$ cat src/rtl/fight_match_controller.sv
// Match sequencer for the fightingGame core: gathers one action per player per step,
// issues them with a one-cycle strobe, and keeps a best-of-N round score.
module fight_match_controller #(
   parameter int ROUNDS_TO_WIN  = 2,
   parameter int ACTION_TIMEOUT = 15
) (
   input  logic       clk,
   input  logic       resetGame,
   input  logic       startMatch,
   input  logic       p1Valid,
   input  logic       p2Valid,
   input  logic [2:0] p1Action,
   input  logic [2:0] p2Action,
   output logic       p1Ready,
   output logic       p2Ready,
   input  logic       firstWin,
   input  logic       secondWin,
   output logic [2:0] action1,
   output logic [2:0] action2,
   output logic       actionEnable,
   output logic       roundReset,
   output logic [1:0] wins1,
   output logic [1:0] wins2,
   output logic [2:0] roundNum,
   output logic [1:0] matchWinner,
   output logic       matchDone,
   output logic       busy
);

   typedef enum logic [2:0] {
      IDLE      = 3'd0,
      CLEAR     = 3'd1,
      COLLECT   = 3'd2,
      ISSUE     = 3'd3,
      SETTLE    = 3'd4,
      ROUND_END = 3'd5,
      DONE      = 3'd6
   } state_t;

   localparam logic [7:0] TIMEOUT_LAST = 8'(ACTION_TIMEOUT - 1);
   localparam logic [1:0] WIN_TARGET   = 2'(ROUNDS_TO_WIN);

   state_t     state_r, state_s;
   logic       p1_flag_r, p2_flag_r;
   logic [2:0] p1_act_r, p2_act_r;
   logic [7:0] cnt_r;
   logic       fw_r, sw_r;

   logic       p1_xfer_s, p2_xfer_s;
   logic       p1_flag_s, p2_flag_s;
   logic       p1_nflag_s, p2_nflag_s;
   logic [2:0] p1_act_s, p2_act_s;
   logic       timeout_s;
   logic [1:0] wins1_s, wins2_s;
   logic       win1_s, win2_s;

   // Handshake bookkeeping, score preview and next-state selection
   always_comb begin
      p1_xfer_s  = p1Valid & p1Ready;
      p2_xfer_s  = p2Valid & p2Ready;
      p1_flag_s  = p1_flag_r | p1_xfer_s;
      p2_flag_s  = p2_flag_r | p2_xfer_s;
      p1_act_s   = p1_xfer_s ? p1Action : p1_act_r;
      p2_act_s   = p2_xfer_s ? p2Action : p2_act_r;
      // Flags only survive while staying in COLLECT; every COLLECT entry starts clean.
      p1_nflag_s = (state_r == COLLECT) ? p1_flag_s : 1'b0;
      p2_nflag_s = (state_r == COLLECT) ? p2_flag_s : 1'b0;
      timeout_s  = (cnt_r == TIMEOUT_LAST);
      wins1_s    = wins1 + {1'b0, fw_r & ~sw_r};
      wins2_s    = wins2 + {1'b0, sw_r & ~fw_r};
      win1_s     = (wins1_s == WIN_TARGET);
      win2_s     = (wins2_s == WIN_TARGET);
      state_s    = state_r;
      case (state_r)
         IDLE, DONE: begin
            if (startMatch) state_s = CLEAR;
            else            state_s = state_r;
         end
         CLEAR:   state_s = COLLECT;
         COLLECT: begin
            if ((p1_flag_s && p2_flag_s) || timeout_s) state_s = ISSUE;
            else                                       state_s = COLLECT;
         end
         ISSUE:   state_s = SETTLE;
         SETTLE: begin
            if (firstWin || secondWin) state_s = ROUND_END;
            else                       state_s = COLLECT;
         end
         ROUND_END: begin
            if (win1_s || win2_s) state_s = DONE;
            else                  state_s = CLEAR;
         end
         default: state_s = IDLE;
      endcase
   end

   // State, datapath and registered outputs
   always_ff @(posedge clk or posedge resetGame) begin
      if (resetGame) begin
         state_r      <= IDLE;
         p1_flag_r    <= 1'b0;
         p2_flag_r    <= 1'b0;
         p1_act_r     <= 3'b000;
         p2_act_r     <= 3'b000;
         cnt_r        <= 8'd0;
         fw_r         <= 1'b0;
         sw_r         <= 1'b0;
         p1Ready      <= 1'b0;
         p2Ready      <= 1'b0;
         action1      <= 3'b000;
         action2      <= 3'b000;
         actionEnable <= 1'b0;
         roundReset   <= 1'b0;
         wins1        <= 2'd0;
         wins2        <= 2'd0;
         roundNum     <= 3'd0;
         matchWinner  <= 2'b00;
         matchDone    <= 1'b0;
         busy         <= 1'b0;
      end else begin
         state_r      <= state_s;
         p1_flag_r    <= p1_nflag_s;
         p2_flag_r    <= p2_nflag_s;
         p1_act_r     <= p1_act_s;
         p2_act_r     <= p2_act_s;
         cnt_r        <= (state_r == COLLECT) ? cnt_r + 8'd1 : 8'd0;
         p1Ready      <= (state_s == COLLECT) && !p1_nflag_s;
         p2Ready      <= (state_s == COLLECT) && !p2_nflag_s;
         actionEnable <= (state_s == ISSUE);
         roundReset   <= (state_s == CLEAR);
         matchDone    <= (state_s == DONE);
         busy         <= (state_s != IDLE) && (state_s != DONE);
         case (state_r)
            IDLE, DONE: begin
               if (startMatch) begin
                  wins1       <= 2'd0;
                  wins2       <= 2'd0;
                  roundNum    <= 3'd0;
                  matchWinner <= 2'b00;
               end
            end
            COLLECT: begin
               // A player still unlatched at issue time plays the neutral action.
               if (state_s == ISSUE) begin
                  action1 <= p1_flag_s ? p1_act_s : 3'b000;
                  action2 <= p2_flag_s ? p2_act_s : 3'b000;
               end
            end
            SETTLE: begin
               fw_r <= firstWin;
               sw_r <= secondWin;
            end
            ROUND_END: begin
               wins1    <= wins1_s;
               wins2    <= wins2_s;
               roundNum <= (roundNum == 3'd7) ? 3'd7 : roundNum + 3'd1;
               if (win1_s)      matchWinner <= 2'b01;
               else if (win2_s) matchWinner <= 2'b10;
               else             matchWinner <= matchWinner;
            end
            default: begin
               fw_r <= fw_r;
            end
         endcase
      end
   end

endmodule

$ cat config.mk
export PLATFORM = sky130hd
export DESIGN_NAME = fight_match_controller
export DESIGN_NICKNAME = d
export VERILOG_FILES = /design/src/rtl/fight_match_controller.sv
export SDC_FILE = /design/constraint.sdc
export NUM_CORES = 1
export LEC_CHECK = 0
export CAP_MARGIN = 20
export CORE_MARGIN = 2
export CORE_UTILIZATION = 35
export CTS_CLUSTER_SIZE = 16
export DETAILED_ROUTE_END_ITERATION = 8
export PLACE_DENSITY = 0.66
export SLEW_MARGIN = 25
export SYNTH_ARGS = -nofsm -noshare
export SYNTH_HDL_FRONTEND = slang
export SYNTH_SLANG_ARGS = --single-unit
export TNS_END_PERCENT = 50
$ cat constraint.sdc
create_clock -name clk -period 2.4 [get_ports clk]
set_input_delay 0.48 -clock clk [delete_from_list [all_inputs] [get_ports clk]]
set_output_delay 0.48 -clock clk [all_outputs]
set_load 0.01 [all_outputs]
==> summary.md <==
| Metric | Value |
|---|---|
| Power Internal | between 1.5 and 2 mW |
| Synth async-reset ratio | 100.0% |
| Final net count | 237 |
| Commonest non-fill, non-tap cell in the layout | dfrtp_1 |
| Ys flop type | dfrtp_1 |
| Leakage | about 1.1 nW |
| Setup Buffers After CTS | 0 |
| Final setup violation count | 0 |
| Flop pwr share | ~40% |
| Syn Std Cell Area | ~2000 sq um |
| Max Cap Viol | 0 |
| Pre-CTS setup slack | about 330 ps |
| Setup TNS | 0 ps |
| Die height | around 80 um |
| Peak supply drop | around 0.39 mV |
| Max-slew violation count | 0 |
| DRT iter0 DRCs | 61 |
| Crit path required time | around 2600 ps |
| CTS tree | built |
| Largest family of logic cells by synthesized area | simple AND/OR/NAND/NOR gates |
| Hold_sp | p1_act_r[2] |
| Num Clock Sinks | 42 |
| Switch Pwr | roughly 0.8 mW |
| CORE AREA | ~5500 sq um |
| Clock Pin Slew Worst Setup and Hold Paths | 80 ps |
| Hold Crit Class | reg -> reg |
| I/O Buffers | 33 |
| Post-synthesis area per instance | ~11 sq um |
| Global route overflow | 0 |
| Reg-to-reg startpoint | fw_r |
| Critical Path AT | 2110 ps |
| Reg2reg end | busy |
| Slew margin rel. | ~60% |
| Seq/Total Area, Yosys | a little over half |
| Critical path peak fanout | 3 |
| Layout area overhead | 26.44% |
| Yosys reg bits | 42 |
| Combinational power share | between 30% and 40% |
| Worst setup margin | approximately 460 ps |
| Routed vias/inst | around 5 |
| Die area | 6326 sq um |
| Synth Instances | around 180 |
| Htree depth | 2 |
| RSZ-0062 raised after global routing | false |
| Max Fclk | about 520 MHz |
| Run status | finished, final reports clean |
| Hold slack | between 500 and 600 ps |
| Worst Tran Pin Value | 572.2 ps |
| Pin count of the biggest net entering global routing | 43 |
| Total CTS buffers | 5 |
| Synth Area in Simple Gates | 17.29% |
| Ports | 34 |
| Hold Vio Cnt, Final | 0 |
| Worst Hold Path EP | p1_act_r[2] |
| Detailed placement HPWL | 2785 um |
| Antenna Cells | 0 |
| Cell count of the worst reg-to-reg path | 6 |
| First-pass GRT wire length | roughly 6300 um |
| Hold path cells | 1 |
| Vias in the first global route | between 1,000 and 1,500 |
| Syn. warnings | 0 |
| Routability cong. | 0.8049 |
| Initial Utilization | around 36% |
| Final min period | slightly below 2000 ps |
| Vias | 1,418 |
| Startpoint class of the critical path | flip-flop |
| Post-route ant nets | 0 |
| Most frequent cells in the layout | 42 x dfrtp_1, 33 x clkdlybuf4s50_1, 14 x nor2_1 |
| Final WL | between 3000 and 4000 um |
| PD cells | 984.6 nW/um^2 |
| Clock Skews | ~8.3 ps |
| EDFF count, synth | 0 |
| Drt first pass iters | 4 |
| Switching Share | 32.32% |
| Skew-Pair Late Insertion Delay | between 200 and 300 ps |
| Clock buffer depth | 2 |
| Fin crit share | 80.65% |
| Clock root cell | clkbuf_8 |
| Clock share of power | between 20% and 30% |
| Multiplexer share of the synthesized area | under 10% |
| Post-DR wirelength/cell | between 10 and 15 um |
| XOR/XNOR Fraction of Synth Area | 3.947% |
| Syn Nets | around 200 |
| Area share of fa/ha/maj cells after synthesis | approximately 3.1% |
| Final Util | 45.85% |
| # rows | 27 |
| Reg-to-reg slack, setup | 460 ps |
| CTS hold repair buffers | 0 |
| Initial antenna violation count | 0 |
| Distinct cells, synth | 44 |
| DRC | 0 |
| Critical path class | reg -> reg |
| Die width | just under 80 um |
| GR Util All Layers | approximately an eighth |
| Layout cell share with drive strength beyond 1 | about 13% |
| Worst setup EP type | flip-flop |
| Synth Area in Compound Gates | between 10% and 20% |
| Post-cts resize count | 0 |
==> kinds of logic after synthesis <==
logic type,after synthesis
AOI/OAI and AO/OA,28
xor gates and xnor gates,9
and+or+nand+nor,62
adders and majority gates,5
buffers and inverters,18
muxes,15
DFF,42
==> worst max path at each step <==
stage	startpoint	cells after the start	end
finish	fw_r	6	busy
global route	fw_r	7	p1Ready
floorplan	fw_r	6	busy
global placement	p1Valid	4	busy
detailed placement	p1Valid	4	busy
CTS	fw_r	6	busy
==> state kept, by name (all words and copies together), names as in the netlist, 2 cells and up <==
| signal | cells |
|---|---|
| roundNum | 3 |
| wins2 | 2 |
| wins1 | 2 |
| p2_act_r | 3 |
| action1 | 3 |
| cnt_r | 8 |
| p1_act_r | 3 |
| matchWinner | 2 |
| action2 | 3 |
| state_r | 3 |
==> critical path, stage by stage (launching register included) <==
cell and delay [ps]:
dfrtp_1 390, nor2b_1 140, ha_1 210, xnor2_1 160, o21ai_0 300, o22ai_1 150, or3_2 460
==> final cells by class <==
class,instances,area (sq um)
Timing Repair Buffer,39,375.4
Clock inverter,2,37.54
Multi-Input combinational cell,119,853.3
Inverter,12,45.04
Sequential cell,42,1051
Clock buffer,6,72.57
Tap cell,72,90.09
Fill cell,503,2982
==> power groups by stage <==
stage | Combinational, mW | Sequential (mW) | Clock (mW)
finish | 0.939 | 0.997 | 0.551
global placement | 0.931 | 1.01 | 0
global route | 1.04 | 1.02 | 0.596
detailed placement | 0.949 | 1.01 | 0
floorplan | 0.608 | 1.03 | 0
CTS | 0.951 | 0.998 | 0.564
==> synth_stat cells, drive strengths merged (2+ instances only) <==
cell type / n / area, sq um
a211o: 3 / 26.28
a21oi: 6 / 30.03
a22o: 2 / 17.52
buf: 5 / 43.79
dfrtp: 42 / 1051
ha: 5 / 62.56
inv: 12 / 45.04
mux2: 8 / 90.09
mux2i: 7 / 70.07
nand2: 10 / 37.54
nand2b: 4 / 25.02
nand3: 5 / 25.02
nand4: 2 / 12.51
nor2: 14 / 52.55
nor2b: 2 / 12.51
nor3: 3 / 15.01
nor3b: 5 / 37.54
nor4: 3 / 18.77
o21ai: 7 / 35.03
o31ai: 2 / 15.01
or2: 3 / 21.27
or3: 3 / 20.02
xnor2: 5 / 43.79
xor2: 4 / 35.03
==> per-layer routing <==
layer	up-vias	global-route usage [%]	share of wire, %
met3	9	3.394	3.4
met1	687	17.47	48
met2	22	18.99	46
li1	700	-	-
met5	-	0	0
met4	0	7.241	2.5
==> metrics by stage <==
step                area (sq um)  cells  power [mW]
global route                2525    292       2.660
detailed placement          2415    284       1.961
finish                      2525    292       2.486
floorplan                   1997    179       1.634
CTS                         2525    292       2.513
global placement            2415    284       1.941
Note: power is estimated with default switching activity, not from simulation.
